`src/rtl/spi_mem_seq.sv`:
```
// rtl/spi_mem_seq.sv - serial-SRAM command sequencer driving a byte-level SPI shift engine
// Frames each request as opcode, address bytes MSB first, then one data byte.
module spi_mem_seq #(
    parameter int         ADDR_W    = 8,
    parameter logic [7:0] READ_CMD  = 8'h03,
    parameter logic [7:0] WRITE_CMD = 8'h02,
    parameter int         TIMEOUT   = 1024
) (
    input  logic              clk,
    input  logic              rst,
    input  logic              req_valid,
    output logic              req_ready,
    input  logic              req_write,
    input  logic [ADDR_W-1:0] req_addr,
    input  logic [7:0]        req_wdata,
    output logic              rsp_valid,
    output logic              rsp_err,
    output logic [7:0]        rsp_rdata,
    output logic              busy,
    output logic              sh_start,
    output logic [7:0]        sh_tx,
    output logic              sh_last,
    input  logic              sh_done,
    input  logic [7:0]        sh_rx
);
    localparam int NAB  = (ADDR_W + 7) / 8;
    localparam int BC_W = (NAB > 1) ? $clog2(NAB) : 1;
    localparam int WD_W = (TIMEOUT > 0) ? $clog2(TIMEOUT + 1) : 1;

    typedef enum logic [2:0] {
        S_IDLE,
        S_CMD,
        S_ADDR,
        S_DATA,
        S_RESP
    } state_t;

    state_t            state;
    state_t            state_n;
    logic              wait_ph;
    logic              wait_ph_n;
    logic              wr_q;
    logic [NAB*8-1:0]  addr_q;
    logic [7:0]        wdata_q;
    logic [7:0]        rdata_q;
    logic [BC_W-1:0]   byte_cnt;
    logic [WD_W-1:0]   wdog;
    logic              err_q;
    logic              byte_st;
    logic              accept;
    logic              done_ev;
    logic              timeout_ev;
    logic              addr_last;
    logic [7:0]        addr_byte;

    assign byte_st    = (state == S_CMD) || (state == S_ADDR) || (state == S_DATA);
    assign accept     = (state == S_IDLE) && req_valid;
    assign done_ev    = byte_st && wait_ph && sh_done;
    assign addr_last  = (byte_cnt == '0);
    // A late sh_done in the same cycle as expiry still completes the byte.
    assign timeout_ev = (TIMEOUT > 0) && byte_st && wait_ph && !sh_done
                        && (wdog >= WD_W'(TIMEOUT - 1));

    always_comb begin
        addr_byte = 8'h00;
        for (int i = 0; i < NAB; i++) begin
            if (byte_cnt == BC_W'(i)) begin
                addr_byte = addr_q[i*8 +: 8];
            end
        end
    end

    always_ff @(posedge clk or posedge rst) begin
        if (rst) begin
            state   <= S_IDLE;
            wait_ph <= 1'b0;
        end else begin
            state   <= state_n;
            wait_ph <= wait_ph_n;
        end
    end

    always_comb begin
        state_n   = state;
        wait_ph_n = wait_ph;
        case (state)
            S_IDLE: begin
                if (req_valid) begin
                    state_n   = S_CMD;
                    wait_ph_n = 1'b0;
                end
            end
            S_CMD, S_ADDR, S_DATA: begin
                if (!wait_ph) begin
                    wait_ph_n = 1'b1;
                end else if (sh_done) begin
                    wait_ph_n = 1'b0;
                    case (state)
                        S_CMD:   state_n = S_ADDR;
                        S_ADDR:  if (addr_last) state_n = S_DATA;
                        S_DATA:  state_n = S_RESP;
                        default: state_n = S_IDLE;
                    endcase
                end else if (timeout_ev) begin
                    state_n   = S_RESP;
                    wait_ph_n = 1'b0;
                end
            end
            S_RESP:  state_n = S_IDLE;
            default: state_n = S_IDLE;
        endcase
    end

    always_ff @(posedge clk or posedge rst) begin
        if (rst) begin
            wr_q     <= 1'b0;
            addr_q   <= '0;
            wdata_q  <= 8'h00;
            rdata_q  <= 8'h00;
            byte_cnt <= '0;
            wdog     <= '0;
            err_q    <= 1'b0;
        end else begin
            if (accept) begin
                wr_q    <= req_write;
                addr_q  <= (NAB*8)'(req_addr);
                wdata_q <= req_wdata;
                err_q   <= 1'b0;
            end
            // wdog counts cycles since the last sh_start, starting at 1.
            if (byte_st && !wait_ph) begin
                wdog <= WD_W'(1);
            end else if (byte_st) begin
                wdog <= wdog + 1'b1;
            end
            if (done_ev && (state == S_CMD)) begin
                byte_cnt <= BC_W'(NAB - 1);
            end else if (done_ev && (state == S_ADDR) && !addr_last) begin
                byte_cnt <= byte_cnt - 1'b1;
            end
            if (done_ev && (state == S_DATA) && !wr_q) begin
                rdata_q <= sh_rx;
            end
            if (timeout_ev) begin
                err_q   <= 1'b1;
                rdata_q <= 8'h00;
            end
        end
    end

    always_comb begin
        req_ready = (state == S_IDLE);
        busy      = (state != S_IDLE);
        sh_start  = byte_st && !wait_ph;
        sh_tx     = 8'h00;
        sh_last   = 1'b0;
        case (state)
            S_CMD:  sh_tx = wr_q ? WRITE_CMD : READ_CMD;
            S_ADDR: sh_tx = addr_byte;
            S_DATA: begin
                sh_tx   = wr_q ? wdata_q : 8'h00;
                sh_last = 1'b1;
            end
            // On abort, a lone sh_last lets the engine release chip-select.
            S_RESP:  sh_last = err_q;
            default: sh_last = 1'b0;
        endcase
        rsp_valid = (state == S_RESP);
        rsp_err   = (state == S_RESP) && err_q;
        rsp_rdata = rdata_q;
    end
endmodule

```
`config.mk`:
```
export PLATFORM = sky130hd
export DESIGN_NAME = spi_mem_seq
export DESIGN_NICKNAME = d
export VERILOG_FILES = /design/src/rtl/spi_mem_seq.sv
export SDC_FILE = /design/constraint.sdc
export NUM_CORES = 1
export LEC_CHECK = 0
export ABC_AREA = 1
export CORE_ASPECT_RATIO = 1.5
export CORE_MARGIN = 8
export CORE_UTILIZATION = 50
export CTS_CLUSTER_DIAMETER = 80
export DETAILED_ROUTE_END_ITERATION = 16
export MAX_ROUTING_LAYER = met4
export PLACE_DENSITY = 0.86
export SETUP_SLACK_MARGIN = 0.3
export SKIP_CTS_REPAIR_TIMING = 1
export SYNTH_ARGS = -nofsm -noshare
export SYNTH_HDL_FRONTEND = slang
export SYNTH_SLANG_ARGS = --single-unit
```
`constraint.sdc`:
```
create_clock -name clk -period 2.45 [get_ports clk]
set_input_delay 0.3675 -clock clk [delete_from_list [all_inputs] [get_ports clk]]
set_output_delay 0.3675 -clock clk [all_outputs]
set_load 0.02 [all_outputs]
```
==> impl_metrics.toml <==
[timing]
finalHoldViolCount = 0
relSlewSlack_pct = 64.5
drv_slew = 0
post-route-min-period_ns = 2.13
setup_slack_ns = 0.323
whs_ns = 0.481
timing.final.crit_share_pct = 86.8
tightestPinTransition_ns = 0.532
finalSetupTns_ns = 0
grt_setup_unrepaired = "yes"
fin_skew_ns = 0.00565
fmax_ghz = 0.470
setup_viol = 0

[critical_path]
critPathBufInv = 2
end_kind = "output port"
crit_required_ns = 2.08
slowest_delay_ns = 0.45
worstPathCellList = "nor2_1 -> nand2_1 -> nor2_1 -> buf_4 -> nand2_1 -> o211ai_1 -> clkbuf_2"
crit_family = "simple AND/OR/NAND/NOR gates"
cp_slowest_cell = "dfrtp_1"
worstPathMaxFanout = 7
arrival_ns = 1.76
worstSetupPathType = "register to output port"
cp-start-kind = "register"

[route]
dr.pass1.iters = 4
drt-wirelength-per-cell_um = 13.9
routed_wl_um = 5130
vias = 1859
first_iter_violations = 98
via_per_inst = 5.04
drc_errors = 0
ant_nets = 0

[floorplan]
fp-row-count = 29
core_area_mm2 = 0.00417
die_w_um = 69.4
die_area_mm2 = 0.00666
initial_core_util_pct = 51.2
ioPinCount = 51
die_h_um = 96.0

[clock_network]
cts_buffer_depth = 2
htree_num_levels = 2
clk_pin_slew_ns = 0.07
cts-root-buf = "clkbuf_8"
clock_latency_ns = 0.29
cts_made_buffers = 5
cts_sinks = 42
cts_tree = "done"

[pwr]
vdd_ir_drop_max_mv = 0.723
p_leak_nw = 1.58
power.share.clock_pct = 18.3
p_sw_w = 0.00122
pwr-share-seq_pct = 37.0
combPwrFrac_pct = 44.7
power_density_mw_per_mm2 = 1070
p_sw_share_pct = 40.6
cell_internal_pwr_w = 0.00179

[yosys]
avgSynthCellArea_um2 = 8.03
ys_seq_elements = 42
synth-seq-area-share_pct = 49.2
netlist_area_mm2 = 0.00214
yosysWarnings = 0
syn-num-nets = 296
yosys.cell_types.count = 28
syn_inst = 266

[global_route]
grt_max_degree = 43
grt_pass1_wl_um = 8340
grt_overflow = 0
grt_pass1_vias = 1879
antenna_found_initial = 0
grt_usage_pct = 15.7

[placed_design]
dp.final_hpwl_um = 3820
gp_congestion = 0.779
portBuffers = 50
postPlaceCellArea_mm2 = 0.00270
pre_cts_ws_ns = 0.314

[finish]
antennaDiodeCount = 0
final_area_mm2 = 0.00282
fillers = 319
drive_gt1_share_pct = 12.7
post-route-util_pct = 67.6
syn_to_final_growth_pct = 32.2
nets = 353

[outcome]
status = "complete, no violations"

[hold_path]
hp-class = "register to register"

[flow_run]
maxCapViolCount = 0
-- final timing paths --
kind	depth (start not counted)	startpoint	slack (ns)	end
max in group asynchronous	3	rst	1.58	wdata_q[4]
hold reg to reg	2	addr_q[0]	0.48	addr_q[0]
min in group asynchronous	3	rst	0.50	rsp_rdata[1]
hold / removal	2	addr_q[0]	0.48	addr_q[0]
setup reg to reg	8	state[1]	0.90	wdata_q[7]
setup / recovery	7	state[2]	0.32	sh_tx[0]
-- per-stage QoR --
stage	total power (W)	std cells
floorplan	0.00197	266
global placement	0.00246	362
detailed placement	0.00249	362
CTS	0.00306	369
global route	0.00324	369
finish	0.00301	369
-- routing by layer --
layer | vias to the layer above | routed length, µm | GRT usage, % | part of all wire (%)
met5 | - | 0 | - | 0
met1 | 863 | 2000 | 16.5 | 39
met4 | 0 | 78 | 6.00 | 1.5
li1 | 940 | - | - | -
met3 | 6 | 268 | 4.02 | 5.2
met2 | 50 | 2780 | 27.7 | 54
-- cells by family (layout without fill, tap and decap cells) --
group	Yosys count	in the layout	synth area share (%)
compound gates	39	39	11.7
fa+ha+maj	1	1	0.586
buf+inv	50	107	9.31
flops	42	42	49.2
simple gates	134	134	29.2
-- registers in the layout (all words and copies together) (netlist names) --
name	flops
wait_ph	1
wdata_q	8
err_q	1
state	3
wr_q	1
addr_q	8
byte_cnt	1
wdog	11
rsp_rdata	8
-- layout by cell type (no fill, tap or decap) --
cell type / instances
nand2_1: 91
dfrtp_1: 42
inv_1: 40
clkdlybuf4s50_1: 39
nor2_1: 18
o21ai_0: 15
dlymetal6s2s_1: 9
a21oi_1: 8
o21ai_2: 7
inv_2: 6
clkbuf_8: 6
a22o_1: 5
nand3_1: 5
nor2_4: 4
buf_4: 4
nand3_2: 3
nand4_1: 3
nand2_4: 2
nor3_1: 2
clkbuf_2: 2
nor2_2: 1
and3_2: 1
nor3_2: 1
nand4_4: 1
o21ai_1: 1
o21a_1: 1
o311ai_0: 1
or2_2: 1
o211ai_1: 1
nand4_2: 1
ha_1: 1
bufinv_16: 1
-- worst register-to-register path: stages, from the launching register on --
cell     delay (ns)
dfrtp_1        0.45
inv_2          0.12
nand2_4        0.08
nor2_4         0.12
inv_2          0.07
nor2_4         0.27
inv_2          0.19
nand2_1        0.10
nand2_1        0.05
-- synth_stat cells (all sizes together) --
cell    count  area [µm²]
a21oi       8        40.0
nor2       23         119
o21ai      23         141
nand3       8        55.1
buf         4        26.3
inv        46         173
nand2      93         364
and3        1        7.51
nand4       5        52.6
dfrtp      42        1050
o311ai      1        8.76
or2         1        6.26
a22o        5        43.8
ha          1        12.5
nor3        3        20.0
o21a        1        7.51
o211ai      1        7.51
-- final cells by class --
type                    instances  area, µm²  share of cell area (%)
clock buffers                   6       82.6                    2.93
inverters                      46        173                    6.12
multi-input cells             174        886                    31.4
repair buffers                 54        543                    19.2
flip-flops and latches         42       1050                    37.2
clock inverters                 1       30.0                    1.06
well taps                      46       57.6                    2.04
-- power by group through the flow --
stage	Sequential (W)	Combinational (W)	Clock (W)
after floorplan	0.00113	0.000846	0
after global placement	0.00112	0.00134	0
after detailed placement	0.00112	0.00137	0
after CTS	0.00111	0.00138	0.000564
after global routing	0.00113	0.00151	0.000590
final	0.00111	0.00135	0.000550
Note: power is estimated with default switching activity, not from simulation.
